<file path="src/rtl/uart_pkg.sv">
// Shared UART definitions: RX state encoding, supported oversampling ratios and
// parity type encoding.
package uart_pkg;

  typedef enum logic [2:0] {
    IDLE,
    START,
    DATA,
    PARITY,
    STOP,
    DONE
  } rx_state_e;

  localparam int PS_8  = 8;
  localparam int PS_16 = 16;
  localparam int PS_32 = 32;

  localparam logic PAR_EVEN = 1'b0;
  localparam logic PAR_ODD  = 1'b1;

endpackage

</file>
<file path="src/rtl/uart_rx_sampler.sv">
// Takes three samples around the bit centre (half-1, half, half+1) and presents
// their majority; the vote is stable from edge_cnt == half+2 to the bit end.
module uart_rx_sampler #(
  parameter int PRESCALE_WIDTH = 6
) (
  input  logic                      clk,
  input  logic                      reset,
  input  logic                      en,
  input  logic                      rx,
  input  logic [PRESCALE_WIDTH-1:0] edge_cnt,
  input  logic [PRESCALE_WIDTH-1:0] half,
  output logic                      bit_val
);

  localparam logic [PRESCALE_WIDTH-1:0] ONE = PRESCALE_WIDTH'(1);

  logic [2:0] smp;
  logic       take;

  assign take = en && ((edge_cnt == half - ONE) ||
                       (edge_cnt == half)       ||
                       (edge_cnt == half + ONE));

  always_ff @(posedge clk or negedge reset) begin
    if (!reset) smp <= '0;
    else if (take) smp <= {smp[1:0], rx};
  end

  assign bit_val = (smp[0] & smp[1]) | (smp[0] & smp[2]) | (smp[1] & smp[2]);

endmodule

</file>
<file path="src/rtl/uart_rx_frame.sv">
// UART receiver: oversampled start/data/parity/stop recovery with parity and stop
// checks; a good byte is presented on P_DATA with a one-cycle data_valid strobe.
module uart_rx_frame
  import uart_pkg::*;
#(
  parameter int FRAME_WIDTH    = 8,
  parameter int PRESCALE_WIDTH = 6
) (
  input  logic                      clk,
  input  logic                      reset,
  input  logic                      RX_IN,
  input  logic                      par_en,
  input  logic                      PAR_TYP,
  input  logic [PRESCALE_WIDTH-1:0] Prescale,
  output logic [FRAME_WIDTH-1:0]    P_DATA,
  output logic                      data_valid,
  output logic                      par_err,
  output logic                      stp_err
);

  localparam int BCW = (FRAME_WIDTH > 1) ? $clog2(FRAME_WIDTH) : 1;
  localparam logic [BCW-1:0]            LAST = BCW'(FRAME_WIDTH - 1);
  localparam logic [PRESCALE_WIDTH-1:0] ONE  = PRESCALE_WIDTH'(1);
  localparam logic [PRESCALE_WIDTH-1:0] TWO  = PRESCALE_WIDTH'(2);

  rx_state_e                 state;
  logic [PRESCALE_WIDTH-1:0] edge_cnt;
  logic [PRESCALE_WIDTH-1:0] ps_q;
  logic [PRESCALE_WIDTH-1:0] half;
  logic [BCW-1:0]            bit_cnt;
  logic [FRAME_WIDTH-1:0]    data_sr;
  logic                      pen_q;
  logic                      ptyp_q;
  logic                      par_bit;
  logic                      bit_val;
  logic                      bit_end;
  logic                      stop_pt;
  logic                      par_bad;

  assign half    = {1'b0, ps_q[PRESCALE_WIDTH-1:1]};
  assign bit_end = (edge_cnt == ps_q - ONE);
  assign stop_pt = (edge_cnt == half + TWO);
  assign par_bad = pen_q && (par_bit != ((ptyp_q == PAR_ODD) ? ~^data_sr : ^data_sr));

  uart_rx_sampler #(.PRESCALE_WIDTH(PRESCALE_WIDTH)) u_sampler (
    .clk      (clk),
    .reset    (reset),
    .en       (state != IDLE),
    .rx       (RX_IN),
    .edge_cnt (edge_cnt),
    .half     (half),
    .bit_val  (bit_val)
  );

  always_ff @(posedge clk or negedge reset) begin
    if (!reset) begin
      state      <= IDLE;
      edge_cnt   <= '0;
      ps_q       <= '0;
      bit_cnt    <= '0;
      data_sr    <= '0;
      pen_q      <= 1'b0;
      ptyp_q     <= 1'b0;
      par_bit    <= 1'b0;
      P_DATA     <= '0;
      data_valid <= 1'b0;
      par_err    <= 1'b0;
      stp_err    <= 1'b0;
    end else begin
      data_valid <= 1'b0;
      par_err    <= 1'b0;
      stp_err    <= 1'b0;
      edge_cnt   <= bit_end ? '0 : edge_cnt + ONE;
      case (state)
        IDLE: begin
          // Frame configuration is frozen here for the whole frame.
          ps_q     <= Prescale;
          pen_q    <= par_en;
          ptyp_q   <= PAR_TYP;
          bit_cnt  <= '0;
          edge_cnt <= '0;
          if (!RX_IN) begin
            state    <= START;
            edge_cnt <= ONE;
          end
        end
        START: if (bit_end) state <= bit_val ? IDLE : DATA;
        DATA: if (bit_end) begin
          data_sr[bit_cnt] <= bit_val;
          if (bit_cnt == LAST) state <= pen_q ? PARITY : STOP;
          else bit_cnt <= bit_cnt + 1'b1;
        end
        PARITY: if (bit_end) begin
          par_bit <= bit_val;
          state   <= STOP;
        end
        // Decide at the stop-bit centre so a back-to-back start edge is not missed;
        // bit_end is a backstop for prescale values where the centre point never occurs.
        STOP: if (stop_pt || bit_end) begin
          state <= DONE;
          if (par_bad) par_err <= 1'b1;
          else if (!bit_val) stp_err <= 1'b1;
          else begin
            data_valid <= 1'b1;
            P_DATA     <= data_sr;
          end
        end
        DONE:    state <= IDLE;
        default: state <= IDLE;
      endcase
    end
  end

endmodule

</file>
<file path="config.mk">
export PLATFORM = sky130hd
export DESIGN_NAME = uart_rx_frame
export DESIGN_NICKNAME = d
export VERILOG_FILES = /design/src/rtl/uart_pkg.sv /design/src/rtl/uart_rx_sampler.sv /design/src/rtl/uart_rx_frame.sv
export SDC_FILE = /design/constraint.sdc
export NUM_CORES = 1
export LEC_CHECK = 0
export ABC_AREA = 1
export CAP_MARGIN = 10
export CORE_ASPECT_RATIO = 1.2
export CORE_UTILIZATION = 47
export DETAILED_ROUTE_END_ITERATION = 8
export GPL_TIMING_DRIVEN = 0
export PLACE_DENSITY = 0.66
export RECOVER_POWER = 25
export REMOVE_ABC_BUFFERS = 1
export SYNTH_ARGS = -nofsm -noshare
export SYNTH_HDL_FRONTEND = slang
export SYNTH_HIERARCHICAL = 1
export SYNTH_SLANG_ARGS = --single-unit
</file>
<file path="constraint.sdc">
create_clock -name clk -period 3 [get_ports clk]
set_clock_uncertainty 0.2 [all_clocks]
set_input_delay 0.6 -clock clk [delete_from_list [all_inputs] [get_ports clk]]
set_output_delay 0.6 -clock clk [all_outputs]
set_load 0.01 [all_outputs]
</file>
* Yosys cells after proc, flatten, opt, wreduce, memory -nomap -nowiden
Index checks and enable logic that the tools add are counted.
** Cells by class
- $add $sub $neg :: 6
- Magnitude comparators :: 2
- Eq/ne operators :: 18
- Multiplexer cells :: 30
- Bitwise gates (word level) :: 6
- Reductions and logical operators :: 16
** Operators by type and width (count)
- 2-to-1 mux 3 bit :: 9
- equality test 6 bit :: 4
- case mux 3 bit (5 select lines) :: 1
- 2-to-1 mux 1 bit :: 14
- inequality test 2 bit (second input constant) :: 7
- 2-to-1 mux 6 bit :: 2
- bitwise mux 8 bit :: 1
- XNOR reduction 8 bit :: 1
- XOR reduction 8 bit :: 1
- adder 5 x 1 -> 6 bit (second input constant) :: 1
- adder 5 x 2 -> 6 bit (second input constant) :: 1
- adder 6 x 1 -> 6 bit (second input constant) :: 1
- equality test 3 x 2 -> 1 bit (second input constant) :: 2
- equality test 3 bit (second input constant) :: 2
- equality test 6 x 5 -> 1 bit :: 1
- case mux 3 bit (2 select lines) :: 1
- AND reduction 6 bit :: 1
- subtractor 5 x 1 -> 6 bit (second input constant) :: 1
- subtractor 6 x 1 -> 6 bit (second input constant) :: 1
- less-than comparator 3 x 4 -> 1 bit (second input constant) :: 1
- AND reduction 2 bit :: 2
- AND reduction 4 bit :: 1
- adder 3 x 1 -> 3 bit (second input constant) :: 1
- AND 1 bit :: 3
- 13 further kinds :: 18
** Word-level totals
- Register bits :: 43
- Output and inout port bits :: 11
- Logic and storage cells :: 91

* Longest topological paths before layout
- Depth in word-level cells :: 7
- Depth in mapped cells :: 15
- Mapped depth without buffers :: 15

* Modules after synthesis
Netlist, hierarchy kept.
** By module, submodules not included
- uart_rx_frame :: instances 1, cells an instance 336, area each 2464.9 um^2
- uart_rx_sampler :: instances 1, cells an instance 106, area each 579.3 um^2

* Least setup slack after synthesis
OpenSTA, ideal clock, no wires.
- Path type :: register -> register
- Start point :: reg ps_q[2]
- End point :: reg bit_cnt[0]
- Arrival time :: 1.780 ns
- Data required time :: 2.679 ns
- Setup slack :: 0.899 ns
- Cell stages (with the launch flop) :: 14
- Cell sequence :: dfrtp_1 -> inv_1 -> ha_1 -> a21boi_0 -> nand2_1 -> nand2_1 -> nand2_1 -> inv_1 -> nand3_4 -> buf_6 -> nor2_8 -> nor2_2 -> nand2_1 -> o21ai_2
** On the way
- Word-level cells in the longest chain between the ends :: 4
** Ends and longest elaborated chain
- start, declared :: line uart_rx_frame.sv:28 : logic [PRESCALE_WIDTH-1:0] ps_q;
- start signal, assigned :: line uart_rx_frame.sv:77 : ps_q <= Prescale;
- subtractor 6 x 1 -> 6 bit :: line uart_rx_frame.sv:41 : assign bit_end = (edge_cnt == ps_q - ONE);
- equality test 6 bit :: line uart_rx_frame.sv:41
- inequality test 2 bit (no source line)
- AND reduction 3 bit (no source line)
- end signal, assigned :: line uart_rx_frame.sv:91 : else bit_cnt <= bit_cnt + 1'b1;
- end, declared :: line uart_rx_frame.sv:30 : logic [BCW-1:0] bit_cnt;
Every way passes these cells.
A chain may end at the register's enable or synchronous reset.

* Worst setup path after layout
- Start point :: reg ps_q[2]
- End point :: reg P_DATA[6]
** On the way
- Word-level cells in the longest chain between the ends :: 4
- Elaborated cells between the ends (all ways) :: 6
- Classes of those cells :: add/sub (2); eq/ne (2); reduce/logical (2)
** Ends and longest elaborated chain
- subtractor 6 x 1 -> 6 bit or adder 5 x 2 -> 6 bit (tied branches) :: line uart_rx_frame.sv:41, uart_rx_frame.sv:42
- equality test 6 bit, on equally long branches :: line uart_rx_frame.sv:41, uart_rx_frame.sv:42
- logical OR 1 bit (*) :: line uart_rx_frame.sv:99 : STOP: if (stop_pt || bit_end) begin
- AND reduction 4 bit (no source line) (*)
- end signal, assigned :: line uart_rx_frame.sv:105 : P_DATA <= data_sr;
- end, declared :: line uart_rx_frame.sv:15 : output logic [FRAME_WIDTH-1:0] P_DATA,
Every way passes the cells marked *; elsewhere a longest branch is shown, timed or not.

==> reports/qor.csv <==
metric,value,unit
dieHeight,90.2,um
min_path_type,input port to async pin,
dpl.cell_count,541,
grt_max_degree,30,
slew_headroom,11.0,%
start_kind,flip-flop,
crit-reg2reg-launch,ps_q[2],
clockBufferDepth,2,
rsz0062_at_grt,no,
r2r_slack,370,ps
vias,2723,
grt_pass1_vias,2703,
dr.pass1.iters,4,
p_leak,0.00188,uW
io_pins,22,
worst-r2r-cell-count,12,
synth_cells,442,
final_cell_mix,"nand2_1, inv_1, nand3_1",
drive_gt1_share,8.35,%
fp-row-count,31,
cts_resized,0,
fp.dieArea,6800,um^2
routedWlPerCell,11.8,um
gp_congestion,0.810,
die_x,75.5,um
final_cells,549,
n_antenna_cell,0,
synth_cell_types,32,
final_common_cell,nand2_1,
start_util,49.7,%
worstSetupPathType,flip-flop to flip-flop,
syn_to_final_growth,12.0,%
cts-htree-levels,2,
drt_iter0_drc,122,
postCtsSetupBuffers,0,
r2r_end,P_DATA[6],
finalPower,2720,uW
synth_seq_cells,43,
cts_root_buffer,clkbuf_8,
drtAntennaViolNets,0,
max_freq,380,MHz
drc_errors,0,
tightest_slew,1330,ps
nFillCells,627,
fin_crit,2630,ps
avgViaCountPerCell,4.96,
hold_viol,0,
peakVddDrop,0.000343,V
slew_violations,0,
grt_usage,21.9,%
cts_made_buffers,5,
fin_nets,486,
worstSkewPairLatency,300,ps
pwr_density_cell,799,nW/um^2
setup_violations,0,
syn_area_per_cell,6.89,um^2
arrival,2620,ps
wirelength,6.45,mm
portBuffers,21,
core-area,6130,um^2
grt.overflow.total,0,
synthesis.area,3040,um^2
cap_violations,0,
clkTransAtPathRegs,90,ps
min_period_over_period,87.7,%
cts_tree,built,
whs,175,ps
cts_hold_buf,0,
crit_fanout,13,
ys_warn_count,6,
dp_hpwl,4.97,mm
clkSinkCount,43,
yosysSeqAreaShare,35.3,%
antenna_found_initial,0,
crit_required,2990,ps
grt_pass1_wl,11.5,mm
setup_tns,0,ps
status,completed,
worst_setup_path_end_kind,flip-flop,
-- flip-flops by register name (all words and copies together) (netlist names) --
| name | cells |
|---|---|
| stp_err | 1 |
| ps_q | 6 |
| P_DATA | 8 |
| par_err | 1 |
| data_sr | 8 |
| u_sampler/smp | 3 |
| bit_cnt | 3 |
| ptyp_q | 1 |
| par_bit | 1 |
| data_valid | 1 |
| state | 3 |
| pen_q | 1 |
| edge_cnt | 6 |
-- how the worst max path moves through the flow --
stage,cells after the start,endpoint,startpoint,slack (ps)
after global placement,1,u_sampler/smp[2],reset,-120
after detailed placement,12,P_DATA[6],ps_q[2],380
final,12,P_DATA[6],ps_q[2],370
after floorplan,12,P_DATA[0],ps_q[2],780
after global routing,12,P_DATA[2],ps_q[2],150
after CTS,12,P_DATA[6],ps_q[2],350
-- metrics by stage --
stage          area, um^2  setup slack (ps)  util, %
6_report             3410               370     55.6
2_1_floorplan        3010               779        -
4_1_cts              3420               351     55.8
3_5_place_dp         3330               377     54.4
5_1_grt              3410               147     55.6
3_3_place_gp         3320              -120     54.1
-- per-layer routing --
metal | share of wire, % | routed length, um | track usage [%] | vias up
met1 | 43 | 2800 | 24.1 | 1247
met2 | 53 | 3430 | 40.7 | 26
met5 | 0 | 0 | 0 | -
li1 | - | - | - | 1436
met4 | 1.6 | 104 | 7.25 | 0
met3 | 1.9 | 120 | 3.48 | 14
-- where the power goes --
part / internal [uW] / switching, uW / leakage [uW]
Combinational: 504 / 937 / 0.00126
Sequential: 696 / 224 / 0.000576
Clock: 160 / 203 / 0.0000477
Total: 1360 / 1370 / 0.00188
-- cell families (layout without fill, tap and decap cells) --
logic type                 after synthesis  after routing  share of synthesized area [%]
AOI/OAI and AO/OA                       24             24                           4.27
xor gates and xnor gates                14             14                           4.03
adders and majority gates               10             10                           4.03
buffers and inverters                   66             90                           8.80
DFF                                     43             43                           35.3
other                                    1              2                          0.123
and+or+nand+nor                        284            284                           43.4
-- area by class of cell --
type / instances / area (um^2) / area share (%)
Clock inverter: 3 / 15.0 / 0.441
Clock buffer: 5 / 68.8 / 2.02
Inverter: 60 / 225 / 6.61
Sequential cell: 43 / 1080 / 31.6
Timing Repair Buffer: 22 / 216 / 6.35
Tap cell: 82 / 103 / 3.01
Multi-Input combinational cell: 334 / 1700 / 50.0
-- Yosys cell counts --
master | count | area (um^2)
dfrtp_1 | 43 | 1080
buf_2 | 1 | 5.00
nor2_4 | 2 | 22.5
nor2_2 | 8 | 50.1
o21ai_1 | 1 | 5.00
nand2_2 | 5 | 31.3
or2_1 | 1 | 6.26
clkbuf_1 | 2 | 7.51
xor2_1 | 9 | 78.8
buf_6 | 2 | 22.5
nor3_1 | 2 | 10.0
nand3_4 | 3 | 52.6
inv_2 | 4 | 15.0
maj3_1 | 1 | 10.0
clkinv_1 | 2 | 7.51
a21boi_0 | 1 | 7.51
conb_1 | 1 | 3.75
nand2_1 | 168 | 631
nand3_2 | 2 | 20.0
o21ai_0 | 18 | 90.1
o221ai_1 | 1 | 8.76
nand2_4 | 4 | 45.0
nand4_1 | 11 | 68.8
inv_1 | 54 | 203
nand3_1 | 47 | 235
ha_1 | 9 | 113
nor2_1 | 29 | 109
o21ai_2 | 1 | 8.76
xnor2_1 | 5 | 43.8
a21oi_1 | 2 | 10.0
buf_4 | 1 | 7.51
nor2_8 | 2 | 40.0
-- critical path: stages, from the launching register on --
cell and delay [ps]:
dfrtp_1 590, inv_1 170, ha_1 240, a21boi_0 190, nand2_1 80, nand2_1 70, nand2_1 50, inv_1 80
nand3_4 250, nand2_2 190, nand2_4 120, o21ai_0 210, nand2_1 70
Note: power is estimated with default switching activity, not from simulation.
